### src/rtl/mux_scan.sv
// mux_scan: registered N-channel by W-bit selector with direct, auto-scan,
// hold and single-sweep modes, a programmable per-channel dwell time and a
// registered channel index with wrap/done status.
module mux_scan #(
  parameter  int N  = 16,
  parameter  int W  = 1,
  parameter  int DW = 8,
  localparam int SW = (N > 2) ? $clog2(N) : 1
) (
  input  logic            clk,
  input  logic            rst,
  input  logic [N*W-1:0]  w,
  input  logic [SW-1:0]   s,
  input  logic [1:0]      mode,
  input  logic [DW-1:0]   dwell,
  input  logic            load,
  output logic [W-1:0]    f,
  output logic [SW-1:0]   ch,
  output logic            valid,
  output logic            wrap,
  output logic            done
);

  typedef enum logic [1:0] {
    MODE_DIRECT = 2'b00,
    MODE_SCAN   = 2'b01,
    MODE_HOLD   = 2'b10,
    MODE_SWEEP  = 2'b11
  } mode_e;

  typedef enum logic {
    SWEEP_RUN,
    SWEEP_DONE
  } sweep_e;

  localparam logic [SW-1:0] LAST = SW'(N - 1);

  // Unpacked view of the packed channel bus.
  logic [W-1:0] chan [N];

  for (genvar k = 0; k < N; k++) begin : g_chan
    assign chan[k] = w[k*W +: W];
  end

  function automatic logic in_range(input logic [SW-1:0] x);
    return int'(x) < N;
  endfunction

  mode_e          mode_in;
  mode_e          mode_q;
  sweep_e         state_q;
  sweep_e         state_d;
  sweep_e         state_eff;
  logic [DW-1:0]  cnt_q;
  logic [DW-1:0]  cnt_d;
  logic [DW-1:0]  cnt_eff;
  logic [SW-1:0]  sel;
  logic [SW-1:0]  next_ch;
  logic [SW-1:0]  load_ch;
  logic [W-1:0]   f_d;
  logic           mode_chg;
  logic           step;
  logic           at_last;
  logic           hold;
  logic           wrap_d;
  logic           done_d;

  assign mode_in = mode_e'(mode);

  // Channel selection, dwell counting and sweep FSM next state.
  always_comb begin
    // NOTE: every signal gets a default before the case so no path leaves
    // one unassigned, which would otherwise infer a latch.
    mode_chg  = (mode_in != mode_q);
    cnt_eff   = mode_chg ? '0 : cnt_q;
    state_eff = mode_chg ? SWEEP_RUN : state_q;
    step      = (cnt_eff >= dwell);
    at_last   = (ch == LAST);
    // A leftover out-of-range index from direct mode also steps to 0.
    next_ch   = (at_last || !in_range(ch)) ? '0 : ch + SW'(1);
    load_ch   = in_range(s) ? s : '0;

    sel     = ch;
    cnt_d   = cnt_q;
    state_d = state_q;
    done_d  = done;
    wrap_d  = 1'b0;
    hold    = 1'b0;

    unique case (mode_in)
      MODE_DIRECT: begin
        sel     = s;
        cnt_d   = '0;
        state_d = SWEEP_RUN;
        done_d  = 1'b0;
      end

      MODE_HOLD: begin
        hold    = 1'b1;
        cnt_d   = cnt_eff;
        state_d = state_eff;
        done_d  = mode_chg ? 1'b0 : done;
      end

      MODE_SCAN, MODE_SWEEP: begin
        state_d = SWEEP_RUN;
        done_d  = 1'b0;
        if (load) begin
          sel   = load_ch;
          cnt_d = '0;
        end else if (mode_in == MODE_SWEEP && state_eff == SWEEP_DONE) begin
          // Parked on the last channel, still resampling it.
          sel     = LAST;
          cnt_d   = cnt_q;
          state_d = SWEEP_DONE;
          done_d  = 1'b1;
        end else if (step) begin
          cnt_d = '0;
          if (mode_in == MODE_SWEEP && at_last) begin
            sel     = LAST;
            state_d = SWEEP_DONE;
            done_d  = 1'b1;
          end else begin
            sel    = next_ch;
            wrap_d = at_last;
          end
        end else begin
          sel   = ch;
          cnt_d = mode_chg ? '0 : cnt_q + DW'(1);
        end
      end

      default: begin
        sel = ch;
      end
    endcase

    f_d = in_range(sel) ? chan[sel] : '0;
  end

  // State and output registers; hold mode freezes f and ch.
  always_ff @(posedge clk) begin
    // NOTE: non-blocking assignments make every register sample the values
    // from before this edge, regardless of statement order.
    if (rst) begin
      f       <= '0;
      ch      <= '0;
      valid   <= 1'b0;
      wrap    <= 1'b0;
      done    <= 1'b0;
      cnt_q   <= '0;
      state_q <= SWEEP_RUN;
      mode_q  <= MODE_DIRECT;
    end else begin
      valid   <= 1'b1;
      wrap    <= wrap_d;
      done    <= done_d;
      cnt_q   <= cnt_d;
      state_q <= state_d;
      mode_q  <= mode_in;
      if (!hold) begin
        ch <= sel;
        f  <= f_d;
      end
    end
  end

endmodule

### config.mk
export PLATFORM = sky130hd
export DESIGN_NAME = mux_scan
export DESIGN_NICKNAME = d
export VERILOG_FILES = /design/src/rtl/mux_scan.sv
export SDC_FILE = /design/constraint.sdc
export NUM_CORES = 1
export LEC_CHECK = 0
export ABC_CLOCK_PERIOD_IN_PS = 11600
export CAP_MARGIN = 0
export CORE_UTILIZATION = 43
export CTS_CLUSTER_SIZE = 25
export DETAILED_ROUTE_END_ITERATION = 12
export DONT_BUFFER_PORTS = 1
export SYNTH_ARGS = -nofsm -noshare
export SYNTH_HDL_FRONTEND = slang
export SYNTH_SLANG_ARGS = --single-unit
### constraint.sdc
create_clock -name clk -period 11.6 [get_ports clk]
set_clock_uncertainty 0.1 [all_clocks]
set_input_delay 2.32 -clock clk [delete_from_list [all_inputs] [get_ports clk]]
set_output_delay 2.32 -clock clk [all_outputs]
set_load 0.005 [all_outputs]
==> metrics.yaml, run 1 <==
critical_path:
  endpoint_kind: "flip-flop"
  arrival_ns: 5.56
  crit_required_ns: 11.64
  cp_slowest_cell: "nor2_1"
  path_class: "in -> reg"
  cpPeakStageDelay_ns: 0.58
  path_cells: "xor2_1 -> nor2_1 -> and2_1 -> ha_1 -> and3_1 -> o21ai_1 -> a31o_2 -> nand2_4 -> a221oi_4 -> mux2i_1 -> mux2i_1 -> a211oi_1 -> o211ai_2"
  startpoint_type: "primary input"
  r2r_end: "f$_SDFFE_PP0P_"
  rrSetupSlack_ns: 7.82
  worst_r2r_startpoint: "mode_q[1]$_SDFF_PP0_"
  critPathLaunch: "mode[1]"
  worstPathMaxFanout: 16
  cp_common_cell: "mux2i_1"
  r2r_cells: 13
sta:
  hold_viol_final: 0
  max_freq_ghz: 0.181
  hold_ws_ns: 0.380
  fin_crit_ns: 5.52
  tightest_slew_ns: 0.779
  max-slew-margin-rel: 0.466
  drv_slew: 0
  fin_ws_ns: 6.08
  tns_ns: 0
  post-route-period-util: 0.476
  setup_violations: 0
  rsz0062_at_grt: "no"
drt:
  drc: 0
  viasPerCell: 6.13
  first_iter_violations: 75
  antenna_left: 0
  vias: 1612
  wl_per_cell_um: 16.7
  wirelength_mm: 4.40
  dr.pass1.iters: 4
clocking:
  cts_resized: 0
  holdBufCountCts: 0
  cts_tree: "done"
  clkTransAtPathRegs_ns: 0.07
  cts_sinks: 19
  cts_setup_buffers: 0
  cts_buffer_depth: 2
  cts-buffers-inserted: 3
  ctsHtreeMaxLevel: 1
  clock_latency_ns: 0.26
  root_buffer: "clkbuf_8"
cells_and_area:
  syn2layout_area_growth_pct: 4.24
  fin_nets: 259
  fin_area_um2: 1790
  antenna_cells: 0
  layout-drive-gt1-share: 0.0791
power:
  leakagePower_uw: 0.000762
  irDropWorstVdd_uv: 97.1
  p_per_area_nw_per_um2: 85.7
yosys:
  synth.top_cell.area_share: 0.222
  synth_common_cells: "mux2i_1, dfxtp_1, nor2_1"
  async_reset_ff_frac: 0
  synth_top_area_cell: "dfxtp_1"
  syn_nets: 262
  synth_seq_cells: 19
  synth_area_per_cell_um2: 7.82
  synth-main-ff-cell: "dfxtp_1"
  syn_area_um2: 1710
  ys_types: 50
  yosys_warnings: 0
  syn_inst: 219
  synth_area_leaders: "dfxtp_1, mux2i_1, ha_1"
  synth.most_common_cell: "mux2i_1"
  synth-edff-count: 0
  seq_area_frac_synth: 0.222
min_path:
  hp-start: "cnt_q[7]$_SDFFE_PP0P_"
  hp-class: "reg -> reg"
  holdPathEnd: "cnt_q[7]$_SDFFE_PP0P_"
  min_path_cells: 1
placed_design:
  portBuffers: 0
  finalWeightedCongestion: 0.907
  dp_slack_ns: 5.84
  hpwl_mm: 3.40
  place_area_um2: 1740
die:
  die_w_um: 65.1
  core_um2: 3740
  start_util: 0.458
  dieArea_um2: 4240
  num_rows: 22
  die_h_um: 65.1
  pin_count: 41
grt:
  track_usage: 0.219
  grt_max_degree: 20
  grt_pass1_vias: 1534
  grt_pass1_wl_mm: 7.12
  grt-ovfl-total: 0
  antenna_found_initial: 0
run:
  drv_cap: 0
status:
  status: "completed"
-- layout make-up --
type	count	area, um^2
multi-input combinational	174	1230
fill	394	1960
inverter	18	67.6
tap	48	60.1
sequential	19	380
clock buffer	4	45.0
-- layout by cell type, fill, tap and decap left out, types with 2 or more instances in the layout --
master and instances:
mux2_4 2, nor2_1 19, xor2_1 2, a311oi_1 3, o22ai_1 5, clkbuf_8 3, inv_1 18, and2_1 8
o211ai_2 2, a31oi_1 3, dfxtp_1 19, ha_1 10, o21ai_1 2, o211ai_1 3, nor2b_1 3, nor3b_1 3
and3_1 7, a22oi_1 2, nor3_1 4, a211oi_1 2, nand2_1 18, o221ai_1 2, mux2i_1 21, nand4_1 3
nand3_1 8, a21oi_1 11, o21ai_0 9
-- metrics by stage --
step | total power [uW] | util | cells
after global routing | 162 | 0.477 | 263
final | 153 | 0.477 | 263
after detailed placement | 108 | 0.465 | 259
after global placement | 107 | 0.465 | 259
after floorplan | 103 | - | 219
after CTS | 154 | 0.477 | 263
-- state kept, by name, indices dropped and copies added, names as in the netlist --
name     cells
wrap         1
state_q      1
valid        1
done         1
ch           4
f            1
mode_q       2
cnt_q        8
-- critical path, delay by kind of cell --
family	cells	cell delay, ns
AO/OA/AOI/OAI	5	1.41
XOR/XNOR	1	0.14
adder cells (fa/ha/maj)	1	0.24
multiplexers	2	0.35
AND/OR/NAND/NOR	4	1.08
-- cell families after synthesis --
logic type	Yosys count	share of synthesized area
flops	19	0.222
compound gates	60	0.258
xor+xnor	2	0.0102
fa+ha+maj	10	0.0730
buf+inv	26	0.0584
simple gates	78	0.232
mux	24	0.147
-- routing by layer --
metal  up-vias  wire length (um)  GRT usage
li1        799                 -          -
met1       749              2220      0.322
met2        57              1860      0.318
met3         7               271     0.0434
met4         0                51     0.0652
met5         -                 0          0
-- where the power goes --
part | total (uW) | internal, uW | switching, uW
Combinational | 35.6 | 15.8 | 19.7
Sequential | 71.6 | 67.7 | 3.91
Clock | 45.8 | 24.4 | 21.3
Total | 153 | 108 | 45.0
-- how the worst max path moves through the flow --
| stage | end | slack [ns] | depth (start not counted) |
|---|---|---|---|
| final | f$_SDFFE_PP0P_ | 6.08 | 13 |
| after floorplan | f$_SDFFE_PP0P_ | 6.13 | 15 |
| after CTS | f$_SDFFE_PP0P_ | 6.10 | 13 |
| after detailed placement | f$_SDFFE_PP0P_ | 5.84 | 13 |
| after global placement | f$_SDFFE_PP0P_ | 6.01 | 13 |
| after global routing | f$_SDFFE_PP0P_ | 5.75 | 13 |
Note: power is estimated with default switching activity, not from simulation.
==> run 2: changes to the inputs <==
ABC_CLOCK_PERIOD_IN_PS = 5500   (was 11600)
clock period = 5.5 ns   (was 11.6 ns; I/O delays follow)
==> run 2 against run 1 <==
Sequential share of layout area about the same. Via count is 0.19% lower. Non-clock buffer count unchanged. Critical path type unchanged. Largest power group unchanged.
==> metrics.yaml, run 2 (synthesis gave the netlist of run 1 again) <==
status:
  status: "completed"
power:
  leakagePower_uw: 0.000765
  netSwitchingPower_uw: 98.6
  swShare: 0.303
  seq_power_share: 0.465
  power.clock.fraction: 0.303
  p_per_area_nw_per_um2: 182
  irDropWorstVdd_uv: 123
  combinationalPowerShare: 0.231
  p_int_uw: 226
  power_uw: 325
critical_path:
  worstPathMaxFanout: 16
  r2r_cells: 13
  worst_r2r_startpoint: "mode_q[1]$_SDFF_PP0_"
  cp_slowest_cell: "nor2_1"
  startpoint_type: "primary input"
  path_class: "in -> reg"
  cp_common_cell: "mux2i_1"
  rrSetupSlack_ns: 1.82
  cpPeakStageDelay_ns: 0.56
  arrival_ns: 4.24
  crit_path_end: "f$_SDFFE_PP0P_"
  path_cells: "xor2_1 -> nor2_1 -> and2_1 -> ha_1 -> and3_1 -> o21ai_1 -> a31o_2 -> nand2_4 -> a221oi_4 -> mux2i_1 -> mux2i_1 -> a211oi_1 -> o211ai_2"
  endpoint_kind: "flip-flop"
  critPathLaunch: "mode[1]"
  crit_required_ns: 5.53
  r2r_end: "f$_SDFFE_PP0P_"
sta:
  max-slew-margin-rel: 0.487
  max_freq_ghz: 0.238
  hold_viol_final: 0
  fin_crit_ns: 4.21
  drv_slew: 0
  fin_ws_ns: 1.29
  rsz0062_at_grt: "no"
  tightest_slew_ns: 0.747
  setup_violations: 0
  tns_ns: 0
  post-route-period-util: 0.765
die:
  dieArea_um2: 4240
  core_um2: 3740
  pin_count: 41
  start_util: 0.458
  num_rows: 22
  die_h_um: 65.1
  die_w_um: 65.1
placed_design:
  hpwl_mm: 3.44
  portBuffers: 0
  dp_slack_ns: 1.02
  finalWeightedCongestion: 0.885
cells_and_area:
  layout_commonest_cell: "mux2i_1"
  top_regs: "cnt_q: 8 flops, ch: 4 flops, mode_q: 2 flops"
  fin_nets: 259
  multi_input_area_um2: 1230
  layout-drive-gt1-share: 0.0837
  antenna_cells: 0
  top_register: "cnt_q"
  largest_register_ff_count: 8
  seq_area_um2: 380
  syn2layout_area_growth_pct: 4.31
  final_cell_mix: "mux2i_1, nor2_1, dfxtp_1"
  fillers: 390
clocking:
  cts_resized: 0
  cts-buffers-inserted: 3
  clkTransAtPathRegs_ns: 0.08
  cts_setup_buffers: 0
  cts_buffer_depth: 2
  holdBufCountCts: 0
  cts_sinks: 19
  root_buffer: "clkbuf_8"
  clock_latency_ns: 0.26
  ctsHtreeMaxLevel: 1
  cts_tree: "done"
grt:
  grt-ovfl-total: 0
  grt_max_degree: 20
  antenna_found_initial: 0
  track_usage: 0.213
  grt_pass1_wl_mm: 7.02
  grt_pass1_vias: 1477
drt:
  dr.pass1.iters: 4
  antenna_left: 0
  wl_per_cell_um: 16.7
  vias: 1609
  wirelength_mm: 4.38
  first_iter_violations: 109
  viasPerCell: 6.12
  drc: 0
min_path:
  hp-class: "reg -> reg"
run:
  drv_cap: 0
==> run 2: cell count changes in the layout (fill, tap and decap cells not counted) <==
cell	delta
clkinv_2	+1
clkbuf_1	-1
==> run 2: final cells by class <==
class	instances	area share
clock buffers	3	0.0231
clock inverters	1	0.00280
inverters	18	0.0378
multi-input cells	174	0.690
flip-flops and latches	19	0.213
well taps	48	0.0336
==> run 2: worst min-delay path by stage <==
| stage | cells past startpoint | from | to | slack (ns) |
|---|---|---|---|---|
| 6_report | 1 | cnt_q[7]$_SDFFE_PP0P_ | cnt_q[7]$_SDFFE_PP0P_ | 0.37 |
| 5_1_grt | 1 | cnt_q[7]$_SDFFE_PP0P_ | cnt_q[7]$_SDFFE_PP0P_ | 0.42 |
| 4_1_cts | 1 | cnt_q[7]$_SDFFE_PP0P_ | cnt_q[7]$_SDFFE_PP0P_ | 0.38 |
| 3_5_place_dp | 1 | cnt_q[7]$_SDFFE_PP0P_ | cnt_q[7]$_SDFFE_PP0P_ | 0.37 |
| 3_3_place_gp | 1 | cnt_q[7]$_SDFFE_PP0P_ | cnt_q[7]$_SDFFE_PP0P_ | 0.36 |
| 2_1_floorplan | 1 | cnt_q[7]$_SDFFE_PP0P_ | cnt_q[7]$_SDFFE_PP0P_ | 0.34 |
==> run 2: critical path: cells and delay by family <==
family          cells  cell delay [ns]
compound gates      5             1.37
simple gates        4             1.06
mux                 2             0.34
fa+ha+maj           1             0.24
xor+xnor            1             0.14
==> run 2: layer usage <==
layer  vias to the layer above  wire, um  global-route usage
met1                       759      2180               0.328
met2                        49      1880               0.309
li1                        797         -                   -
met3                         4       284              0.0313
met4                         0        29              0.0489
met5                         -         0                   0
==> run 2: power by group through the flow <==
stage | Clock, uW | Combinational [uW] | Sequential [uW]
after floorplan | 0 | 66.9 | 151
after global placement | 0 | 72.3 | 154
after detailed placement | 0 | 74.4 | 154
after CTS | 99.4 | 74.8 | 151
after global routing | 107 | 83.4 | 152
final | 98.6 | 75.2 | 151
==> run 2: stage by stage <==
stage / util / instances / instance area, um^2 / hold WS (ns)
global placement: 0.465 / 259 / 1740 / 0.363
detailed placement: 0.465 / 259 / 1740 / 0.367
CTS: 0.477 / 263 / 1790 / 0.378
global route: 0.477 / 263 / 1790 / 0.418
finish: 0.477 / 263 / 1790 / 0.373
floorplan: - / 219 / 1710 / 0.339
